--- config.mk ---
export PLATFORM = sky130hd
export DESIGN_NAME = operand_loader
export DESIGN_NICKNAME = d
export VERILOG_FILES = /design/src/rtl/operand_loader.sv
export SDC_FILE = /design/constraint.sdc
export NUM_CORES = 1
export LEC_CHECK = 0
export BUFFER_PORTS_ARGS = -buffer_cell sky130_fd_sc_hd__buf_4
export CAP_MARGIN = 10
export CORE_MARGIN = 2
export CORE_UTILIZATION = 46
export CTS_BUF_LIST = sky130_fd_sc_hd__clkbuf_2 sky130_fd_sc_hd__clkbuf_4 sky130_fd_sc_hd__clkbuf_8
export CTS_CLUSTER_DIAMETER = 30
export DETAILED_ROUTE_END_ITERATION = 10
export GPL_ROUTABILITY_DRIVEN = 0
export HOLD_SLACK_MARGIN = 0.02
export PLACE_DENSITY = 0.79
export SLEW_MARGIN = 10
export SYNTH_ARGS = -nofsm -noshare
export SYNTH_HDL_FRONTEND = slang
export SYNTH_SLANG_ARGS = --single-unit
--- constraint.sdc ---
create_clock -name clk -period 1.4 [get_ports clk]
set_input_delay 0.07 -clock clk [delete_from_list [all_inputs] [get_ports clk]]
set_output_delay 0.07 -clock clk [all_outputs]
set_load 0.05 [all_outputs]
--- src/rtl/operand_loader.sv ---
// rtl/operand_loader.sv - streams (A, B, opcode) triples into the operand/opcode RAM and appends the -1 terminator
// Control is held in reset until the terminator write has completed.
module operand_loader #(
  parameter int DATA_W    = 32,
  parameter int ADDR_W    = 8,
  parameter int OPND_BASE = 0,
  parameter int OP_BASE   = 100,
  parameter int MAX_OPS   = 49
) (
  input  logic              clk,
  input  logic              rst,
  input  logic              start,
  input  logic              in_valid,
  output logic              in_ready,
  input  logic [DATA_W-1:0] in_data,
  input  logic              in_last,
  output logic              wea,
  output logic [ADDR_W-1:0] addra,
  output logic [DATA_W-1:0] dina,
  output logic              ctrl_rst_n,
  output logic              done,
  output logic [5:0]        op_count,
  output logic              err_ovf,
  output logic              err_term
);

  typedef enum logic [2:0] {IDLE, GET_A, GET_B, GET_OP, TERM, DONE} state_t;

  state_t              state_q, state_d;
  logic                wea_q, wea_d;
  logic [ADDR_W-1:0]   addra_q, addra_d;
  logic [DATA_W-1:0]   dina_q, dina_d;
  logic                ctrl_rst_n_q, ctrl_rst_n_d;
  logic                done_q, done_d;
  logic [5:0]          op_count_q, op_count_d;
  logic                err_ovf_q, err_ovf_d;
  logic                err_term_q, err_term_d;

  logic                hs;
  logic                at_limit;
  logic [ADDR_W-1:0]   idx;
  logic [ADDR_W-1:0]   opnd_addr;

  always_ff @(posedge clk) begin
    if (rst) begin
      state_q      <= IDLE;
      wea_q        <= 1'b0;
      addra_q      <= '0;
      dina_q       <= '0;
      ctrl_rst_n_q <= 1'b0;
      done_q       <= 1'b0;
      op_count_q   <= '0;
      err_ovf_q    <= 1'b0;
      err_term_q   <= 1'b0;
    end else begin
      state_q      <= state_d;
      wea_q        <= wea_d;
      addra_q      <= addra_d;
      dina_q       <= dina_d;
      ctrl_rst_n_q <= ctrl_rst_n_d;
      done_q       <= done_d;
      op_count_q   <= op_count_d;
      err_ovf_q    <= err_ovf_d;
      err_term_q   <= err_term_d;
    end
  end

  always_comb begin
    state_d      = state_q;
    wea_d        = 1'b0;
    addra_d      = addra_q;
    dina_d       = dina_q;
    ctrl_rst_n_d = ctrl_rst_n_q;
    done_d       = done_q;
    op_count_d   = op_count_q;
    err_ovf_d    = err_ovf_q;
    err_term_d   = err_term_q;

    in_ready  = (state_q == GET_A) || (state_q == GET_B) || (state_q == GET_OP);
    hs        = in_valid && in_ready;
    at_limit  = (int'(op_count_q) + 1 == MAX_OPS);
    idx       = ADDR_W'(op_count_q);
    opnd_addr = ADDR_W'(OPND_BASE) + (idx << 1);

    case (state_q)
      IDLE, DONE: begin
        if (start) begin
          state_d      = GET_A;
          op_count_d   = '0;
          done_d       = 1'b0;
          ctrl_rst_n_d = 1'b0;
          err_ovf_d    = 1'b0;
          err_term_d   = 1'b0;
        end else if (state_q == DONE) begin
          // Raised one cycle after the terminator write so it is in RAM first
          done_d       = 1'b1;
          ctrl_rst_n_d = 1'b1;
        end
      end
      GET_A, GET_B: begin
        if (hs) begin
          wea_d   = 1'b1;
          addra_d = (state_q == GET_A) ? opnd_addr : opnd_addr + ADDR_W'(1);
          dina_d  = in_data;
          if (in_data == {DATA_W{1'b1}}) err_term_d = 1'b1;
          state_d = (state_q == GET_A) ? GET_B : GET_OP;
        end
      end
      GET_OP: begin
        if (hs) begin
          wea_d      = 1'b1;
          addra_d    = ADDR_W'(OP_BASE) + idx;
          dina_d     = in_data;
          op_count_d = op_count_q + 6'd1;
          if (in_last || at_limit) state_d = TERM;
          else                     state_d = GET_A;
          if (!in_last && at_limit) err_ovf_d = 1'b1;
        end
      end
      TERM: begin
        wea_d   = 1'b1;
        addra_d = opnd_addr;
        dina_d  = {DATA_W{1'b1}};
        state_d = DONE;
      end
      default: state_d = IDLE;
    endcase
  end

  assign wea        = wea_q;
  assign addra      = addra_q;
  assign dina       = dina_q;
  assign ctrl_rst_n = ctrl_rst_n_q;
  assign done       = done_q;
  assign op_count   = op_count_q;
  assign err_ovf    = err_ovf_q;
  assign err_term   = err_term_q;

endmodule

==> impl_metrics.yaml, run 1 <==
clock_network:
  root_buffer: "clkbuf_8"
  cts_buffers: 5
  cts_tree: "done"
  h-tree-depth: 2
  clk_latency_ns: 0.31
  holdBufCountCts: 0
  cts_buffer_depth: 2
  cts.clk_slew.worst_paths_ns: 0.09
  cts.sinks: 53
worst_setup_path:
  worstPathBufferInverterCount: 2
  worstPathArrival_ns: 1.69
  max_stage_delay_ns: 0.37
  crit_path_start_kind: "flip-flop"
  critical_path.cell_chain: "buf_6 -> nor2_4 -> or2_4 -> clkbuf_16 -> nand3_1 -> a21oi_1"
  end_kind: "flip-flop"
  cp_top_family: "simple AND/OR/NAND/NOR gates"
  cpMaxStageDelayCell: "dfxtp_4"
  path_class: "flip-flop to flip-flop"
  crit_fanout: 9
  crit_required_ns: 1.64
worst_hold_path:
  hold_class: "input port to flip-flop"
layout:
  multiInputGateArea_um2: 1393
  area.growth.synth_to_final_pct: 54.35
  fillCellCount: 403
  fin_nets: 451
  register_area_um2: 1087
  utilization_pct: 73.81
  drive_above_1_share_pct: 43.45
  layout_common_cells: "111 x buf_4, 69 x nand2_1, 44 x dfxtp_1"
  stdcell_area_um2: 3770
  antenna_cells: 0
  final_common_cell: "buf_4"
routing:
  wire_per_inst_um: 15.40
  drc: 0
  ant_nets: 0
  via_per_inst: 5.573
  drt_iter0_drc: 166
  dr.max_layer_used: "met4"
  met2_length_um: 3687
  wl_met1_um: 3125
  first_pass_iters: 4
  num_vias: 2686
  wl_met3_um: 474
  wl_um: 7422
power_and_ir_drop:
  ir_worst_vdd_mv: 0.7062
  cellPowerDensity_nw_per_um2: 996.6
  leakage_nw: 1.516
sta:
  grt_setup_unrepaired: "yes"
  worst_slew_pin_slew_ns: 0.5545
  max-slew-margin-rel_pct: 63.03
  finalSetupViolCount: 2
  fin_skew_ns: 0.002348
  fmax_ghz: 0.6890
  fin_ws_ns: -0.05133
  finalCritPeriodShare_pct: 103.7
  finalHoldViolations: 0
  drv_slew: 0
  fin_crit_ns: 1.451
yosys:
  synth_edf_count: 0
  yosys_warnings: 0
  syn_avg_cell_area_um2: 7.930
  synth_ff_type: "dfxtp_1"
  synth_cell_types: 45
  yosys_register_bits: 53
  netlist_instances: 308
  yosysSeqAreaShare_pct: 43.44
  postSynth.asyncResetShare_pct: 0
  syn_nets: 348
  syn-cell-area_um2: 2442
global_route:
  grt_pass1_vias: 2367
  gr-total-overflow: 0
  grt_max_degree: 49
  grt_pass1_wl_um: 11380
  antenna_found_initial: 0
  grtUsageTotal_pct: 23.52
die:
  die_w_um: 76.87
  initial_core_util_pct: 47.82
  row_count: 26
  io_pins: 89
  die_y_um: 76.87
  die-area_um2: 5908
  core_area_um2: 5107
placed_design:
  io_buffers: 88
  dp_hpwl_um: 4800
  placed_area_um2: 3339
job:
  cap_violations: 0
status:
  run_status: "complete, but fails checks"
  violations: "setup timing"
-- state kept, by name (all words and copies together) (netlist names) --
| register | cells |
|---|---|
| err_term | 1 |
| err_ovf | 1 |
| dina | 32 |
| op_count | 6 |
| done | 1 |
| addra | 8 |
| wea | 1 |
| state_q | 3 |
-- synthesized netlist by cell type (3+ instances only) --
| cell | n | area [µm²] |
|---|---|---|
| nor3_1 | 3 | 15.01 |
| nand4_1 | 9 | 56.30 |
| inv_1 | 3 | 11.26 |
| ha_1 | 3 | 37.54 |
| clkbuf_1 | 14 | 52.55 |
| dfxtp_1 | 53 | 1061 |
| nand2b_1 | 4 | 25.02 |
| o21ai_0 | 9 | 45.04 |
| a31oi_1 | 34 | 212.7 |
| xnor2_1 | 3 | 26.28 |
| o211ai_1 | 3 | 22.52 |
| nand3b_1 | 3 | 22.52 |
| buf_2 | 9 | 45.04 |
| nand3_1 | 4 | 20.02 |
| nor2_1 | 19 | 71.32 |
| buf_6 | 3 | 33.78 |
| a21oi_1 | 18 | 90.09 |
| nand2_1 | 77 | 289.0 |
| a211oi_1 | 3 | 22.52 |
-- area by class of cell --
cell class	instances	area share [%]
clock buffer	6	2.191
clock inverter	2	0.3651
inverter	3	0.2987
multi-input combinational	222	36.94
sequential	53	28.84
tap	70	2.323
timing repair buffer	126	29.04
-- worst paths after layout --
path | to | cells after the start | slack, ns | startpoint
setup / recovery | addra[2]$_SDFFE_PP0P_ | 6 | -0.05 | state_q[0]$_SDFFE_PP0P_
hold reg to reg | addra[7]$_SDFFE_PP0P_ | 2 | 0.47 | addra[7]$_SDFFE_PP0P_
hold / removal | dina[21]$_SDFFE_PP0P_ | 3 | 0.03 | in_data[21]
setup reg to reg | addra[2]$_SDFFE_PP0P_ | 6 | -0.05 | state_q[0]$_SDFFE_PP0P_
-- metal layers --
layer,up-vias,track usage (%)
li1,1293,-
met1,1279,31.09
met2,102,37.98
met3,12,5.176
met4,0,7.818
met5,-,0
-- report_power, final --
part	total, mW	internal, mW	switching [mW]
clock	0.917	0.402	0.515
sequential	1.66	1.59	0.0670
combinational	1.18	0.474	0.706
-- cells by family (layout without fill, tap and decap cells) --
group / Yosys count / count (layout) / synth area share [%]
compound gates: 79 / 79 / 21.21
xor+xnor: 4 / 4 / 1.435
fa+ha+maj: 3 / 3 / 1.537
buf+inv: 33 / 137 / 6.660
flops: 53 / 53 / 43.44
mux: 2 / 2 / 0.8709
simple gates: 134 / 134 / 24.85
-- worst register-to-register path, delay by kind of cell (launching register included) --
family	cells	cell delay, ns
AND/OR/NAND/NOR	3	0.52
flip-flops	1	0.37
buffers and inverters	2	0.31
AO/OA/AOI/OAI	1	0.18
-- repair_timing --
action	in CTS	in global routing
setup buffers	2	3
pin swaps	9	18
setup endpoints to repair	45	41
gates resized for setup	18	34
gates cloned	1	3
-- per-stage QoR --
step	worst slack, ns	std cells	total power [mW]	hold slack (ns)	TNS, ns
global placement	-0.04973	465	2.704	0.3560	-0.1043
finish	-0.05133	482	3.757	0.03180	-0.05640
global route	-0.1272	482	3.940	0.02381	-1.510
floorplan	-0.02382	308	2.335	0.2318	-0.03951
CTS	-0.02603	476	3.675	0.02128	-0.06009
detailed placement	-0.06525	465	2.723	0.3573	-1.188
(Power assumes the default switching activity.)
==> run 2: changes to the inputs <==
--- a/config.mk
+++ b/config.mk
@@ -7,14 +7,16 @@
 export LEC_CHECK = 0
 export BUFFER_PORTS_ARGS = -buffer_cell sky130_fd_sc_hd__buf_4
 export CAP_MARGIN = 10
+export CELL_PAD_IN_SITES_DETAIL_PLACEMENT = 1
+export CELL_PAD_IN_SITES_GLOBAL_PLACEMENT = 1
 export CORE_MARGIN = 2
-export CORE_UTILIZATION = 46
+export CORE_UTILIZATION = 33
 export CTS_BUF_LIST = sky130_fd_sc_hd__clkbuf_2 sky130_fd_sc_hd__clkbuf_4 sky130_fd_sc_hd__clkbuf_8
 export CTS_CLUSTER_DIAMETER = 30
 export DETAILED_ROUTE_END_ITERATION = 10
 export GPL_ROUTABILITY_DRIVEN = 0
 export HOLD_SLACK_MARGIN = 0.02
-export PLACE_DENSITY = 0.79
+export PLACE_DENSITY = 0.8
 export SLEW_MARGIN = 10
 export SYNTH_ARGS = -nofsm -noshare
 export SYNTH_HDL_FRONTEND = slang
==> impl_metrics.yaml, run 2 (synthesized netlist as in run 1, its figures left out) <==
status:
  run_status: "complete, but fails checks"
  violations: "setup timing"
die:
  io_pins: 89
  die_y_um: 90.03
  die-area_um2: 8105
  initial_core_util_pct: 33.85
  die_w_um: 90.03
  row_count: 31
  core_area_um2: 7214
worst_setup_path:
  crit_path_start_kind: "flip-flop"
  end_kind: "flip-flop"
  worstPathArrival_ns: 1.70
  r2r_start: "state_q[2]$_SDFFE_PP0P_"
  timing.rr.end: "dina[20]$_SDFFE_PP0P_"
  cpMaxStageDelayCell: "dfxtp_4"
  path_class: "flip-flop to flip-flop"
  critical_path.cell_chain: "nand2b_4 -> buf_6 -> nor2_4 -> clkbuf_16 -> nand2_1 -> a31oi_1"
  cp_top_family: "simple AND/OR/NAND/NOR gates"
  max_stage_delay_ns: 0.37
  r2r_slack_ns: -0.06
  worstPathBufferInverterCount: 2
  crit_required_ns: 1.63
  crit_fanout: 8
  worstRegToRegCells: 6
placed_design:
  io_buffers: 88
  placed_area_um2: 3411
  dp_hpwl_um: 5882
  dpl.cell_count: 497
  pre_cts_slack_ns: -0.08904
layout:
  largest_reg_flops: 32
  antenna_cells: 0
  stdcell_area_um2: 3906
  drive_above_1_share_pct: 46.75
  area.growth.synth_to_final_pct: 59.94
  layout_common_cells: "113 x buf_4, 55 x nand2_1, 44 x dfxtp_1"
  final_common_cell: "buf_4"
  fin_nets: 454
  utilization_pct: 54.14
  final_cells: 514
global_route:
  grt_max_degree: 38
  antenna_found_initial: 0
  grtUsageTotal_pct: 19.77
  gr-total-overflow: 0
  grt_pass1_vias: 2679
  grt_pass1_wl_um: 13260
sta:
  fin_ws_ns: -0.06049
  fmax_ghz: 0.6847
  worst_slew_pin_slew_ns: 0.4736
  finalCritPeriodShare_pct: 104.3
  drv_slew: 0
  fin_setup_tns_ns: -0.09542
  fin_hold_ws_ns: 0.02682
  fin_crit_ns: 1.460
  max-slew-margin-rel_pct: 68.43
  grt_setup_unrepaired: "yes"
  finalSetupViolCount: 3
  finalHoldViolations: 0
  fin_skew_ns: 0.01495
power_and_ir_drop:
  total_power_mw: 3.895
  p_int_mw: 2.509
  p_switching_mw: 1.386
  pwr-share-clk_pct: 24.1
  leakage_nw: 1.623
  swShare_pct: 35.58
  combinationalPowerShare_pct: 33.4
  seqPwrFrac_pct: 42.5
  ir_worst_vdd_mv: 0.5002
  cellPowerDensity_nw_per_um2: 997.0
routing:
  wire_per_inst_um: 18.70
  drt_iter0_drc: 130
  drc: 0
  ant_nets: 0
  via_per_inst: 5.401
  wl_um: 9611
  num_vias: 2776
  first_pass_iters: 4
worst_hold_path:
  min_delay_worst_endpoint: "dina[19]$_SDFFE_PP0P_"
  whs_path_depth: 3
  hold_class: "input port to flip-flop"
  min_from: "in_data[19]"
clock_network:
  clk_latency_ns: 0.32
  root_buffer: "clkbuf_8"
  holdBufCountCts: 0
  cts_buffer_depth: 2
  cts.sinks: 53
  cts_tree: "done"
  cts.clk_slew.worst_paths_ns: 0.11
  cts_buffers: 5
  h-tree-depth: 2
job:
  cap_violations: 0
run 2: power groups by stage:
stage | logic [mW] | clock network (mW) | registers, mW
after CTS | 1.14 | 0.938 | 1.65
final | 1.30 | 0.937 | 1.66
after floorplan | 0.364 | 0 | 1.97
after global routing | 1.37 | 1.03 | 1.67
after detailed placement | 1.07 | 0 | 1.69
after global placement | 1.05 | 0 | 1.68
run 2: metal layers:
layer	track usage, %	up-vias	wire length (µm)
met4	5.769	0	242
met3	3.521	19	421
li1	-	1300	-
met5	0	-	0
met2	35.96	86	4991
met1	23.71	1371	3955
run 2: timing repair:
| action | CTS | global route |
|---|---|---|
| buffers inserted | 3 | 2 |
| resized for setup | 8 | 68 |
| pin swaps | 5 | 43 |
| endpoints found under the setup margin | 41 | 42 |
| gates cloned | 1 | 3 |
run 2: worst register-to-register path: stages (launching register included):
cell	delay (ns)
dfxtp_4	0.37
nand2b_4	0.16
buf_6	0.12
nor2_4	0.22
clkbuf_16	0.23
nand2_1	0.07
a31oi_1	0.21
run 2: worst max path at each step:
stage / start / end / cells past startpoint
finish: state_q[2]$_SDFFE_PP0P_ / dina[20]$_SDFFE_PP0P_ / 6
CTS: state_q[0]$_SDFFE_PP0P_ / dina[28]$_SDFFE_PP0P_ / 6
global route: op_count[0]$_SDFFE_PP0P_ / err_ovf$_SDFFE_PP0P_ / 5
floorplan: state_q[0]$_SDFFE_PP0P_ / addra[3]$_SDFFE_PP0P_ / 7
global placement: state_q[2]$_SDFFE_PP0P_ / addra[4]$_SDFFE_PP0P_ / 4
detailed placement: state_q[2]$_SDFFE_PP0P_ / addra[5]$_SDFFE_PP0P_ / 5
run 2: area by class of cell:
class	count	area [µm²]
sequential	53	1092
clock buffer	6	82.58
fill	860	3308
clock inverter	2	13.76
tap	99	123.9
timing repair buffer	129	1116
multi-input combinational	222	1466
inverter	3	11.26
==> run 3: changes to the inputs <==
--- a/config.mk
+++ b/config.mk
@@ -16,7 +16,7 @@
 export DETAILED_ROUTE_END_ITERATION = 10
 export GPL_ROUTABILITY_DRIVEN = 0
 export HOLD_SLACK_MARGIN = 0.02
-export PLACE_DENSITY = 0.8
+export PLACE_DENSITY = 0.78
 export SLEW_MARGIN = 10
 export SYNTH_ARGS = -nofsm -noshare
 export SYNTH_HDL_FRONTEND = slang
==> impl_metrics.yaml, run 3 (synthesized netlist as in run 1, its figures left out) <==
die:
  die_y_um: 90.03
  row_count: 31
  die-area_um2: 8105
  io_pins: 89
  core_area_um2: 7214
  initial_core_util_pct: 33.85
  die_w_um: 90.03
worst_setup_path:
  crit_path_start_kind: "flip-flop"
  startpoint: "state_q[2]$_SDFFE_PP0P_"
  path_class: "flip-flop to flip-flop"
  crit_required_ns: 1.59
  end_kind: "flip-flop"
  worstPathArrival_ns: 1.67
  worstRegToRegCells: 6
  crit_fanout: 7
  r2r_start: "state_q[2]$_SDFFE_PP0P_"
power_and_ir_drop:
  cellPowerDensity_nw_per_um2: 1010
  ir_worst_vdd_mv: 0.5078
  leakage_nw: 1.537
  total_power_mw: 3.938
sta:
  worst_slew_pin_slew_ns: 0.4753
  fin_skew_ns: 0.01027
  drv_slew: 0
  fin_hold_ws_ns: 0.02904
  fin_ws_ns: -0.07736
  max-slew-margin-rel_pct: 68.02
  finalHoldViolations: 0
  fmax_ghz: 0.6769
  fin_crit_ns: 1.477
  grt_setup_unrepaired: "yes"
  finalCritPeriodShare_pct: 105.5
  finalSetupViolCount: 40
routing:
  ant_nets: 0
  drt_iter0_drc: 164
  drc: 0
  num_vias: 2747
  via_per_inst: 5.334
  wire_per_inst_um: 19.03
  first_pass_iters: 4
  wl_um: 9803
placed_design:
  dp_hpwl_um: 5894
  io_buffers: 88
worst_hold_path:
  whs_path_depth: 3
  min_from: "in_data[9]"
  hold_class: "input port to flip-flop"
status:
  run_status: "complete, but fails checks"
  violations: "setup timing"
clock_network:
  cts.sinks: 53
  cts_buffer_depth: 2
  cts_tree: "done"
  cts_buffers: 5
  root_buffer: "clkbuf_8"
  holdBufCountCts: 0
  h-tree-depth: 2
  cts.clk_slew.worst_paths_ns: 0.09
  clk_latency_ns: 0.32
layout:
  area.growth.synth_to_final_pct: 59.68
  final_common_cell: "buf_4"
  largest_reg_flops: 32
  layout_common_cells: "117 x buf_4, 58 x nand2_1, 44 x dfxtp_1"
  drive_above_1_share_pct: 47.12
  antenna_cells: 0
  fin_nets: 455
global_route:
  grtUsageTotal_pct: 19.29
  grt_pass1_wl_um: 13030
  antenna_found_initial: 0
  grt_max_degree: 39
  grt_pass1_vias: 2698
  gr-total-overflow: 0
job:
  cap_violations: 0
run 3: critical path, stage by stage, from the launching register on:
cell and delay [ns]:
dfxtp_4 0.37, buf_4 0.13, nand2b_4 0.16, or2_4 0.34
clkbuf_16 0.19, nand2_1 0.07, a31oi_1 0.08
run 3: final cells by class:
type	count	area [µm²]
timing repair buffer	130	1095
multi-input combinational	222	1470
inverter	3	11.26
clock inverter	3	41.29
fill	860	3314
sequential	53	1090
clock buffer	5	68.82
tap	99	123.9
run 3: routing by layer:
layer | vias to the layer above | global-route usage, % | share of wire [%]
met5 | - | 0 | 0
met4 | 0 | 4.615 | 1.6
met3 | 11 | 3.772 | 3.9
met2 | 80 | 36.09 | 52
met1 | 1359 | 22.51 | 43
li1 | 1297 | - | -
run 3: worst paths after layout:
path                      endpoint  slack [ns]
max          dina[23]$_SDFFE_PP0P_       -0.08
min           dina[9]$_SDFFE_PP0P_        0.03
max reg2reg  dina[23]$_SDFFE_PP0P_       -0.08
min reg2reg  dina[16]$_SDFFE_PP0P_        0.48
run 3: timing repair:
| item | 4_1_cts | 5_1_grt |
|---|---|---|
| setup endpoints to repair | 37 | 47 |
| resized for setup | 7 | 63 |
| gates cloned | 0 | 6 |
| pin swaps | 0 | 27 |
| buffers inserted | 1 | 7 |
run 3: report_power, final:
group | leakage [nW] | internal, mW | switching [mW]
Combinational | 1.05 | 0.466 | 0.753
Clock | 0.0518 | 0.527 | 0.529
Sequential | 0.438 | 1.59 | 0.0714
run 3: metrics by stage:
| stage | TNS [ns] | setup slack [ns] | utilization, % | area, µm² | instances |
|---|---|---|---|---|---|
| 2_1_floorplan | -0.03951 | -0.02382 | - | 2482 | 308 |
| 3_3_place_gp | 0 | 0.0002177 | 46.34 | 3343 | 493 |
| 3_5_place_dp | -0.2911 | -0.03413 | 46.34 | 3343 | 493 |
| 4_1_cts | -0.002711 | -0.002711 | 48.34 | 3487 | 502 |
| 5_1_grt | -3.841 | -0.1262 | 54.06 | 3900 | 515 |
| 6_report | -1.474 | -0.07736 | 54.06 | 3900 | 515 |
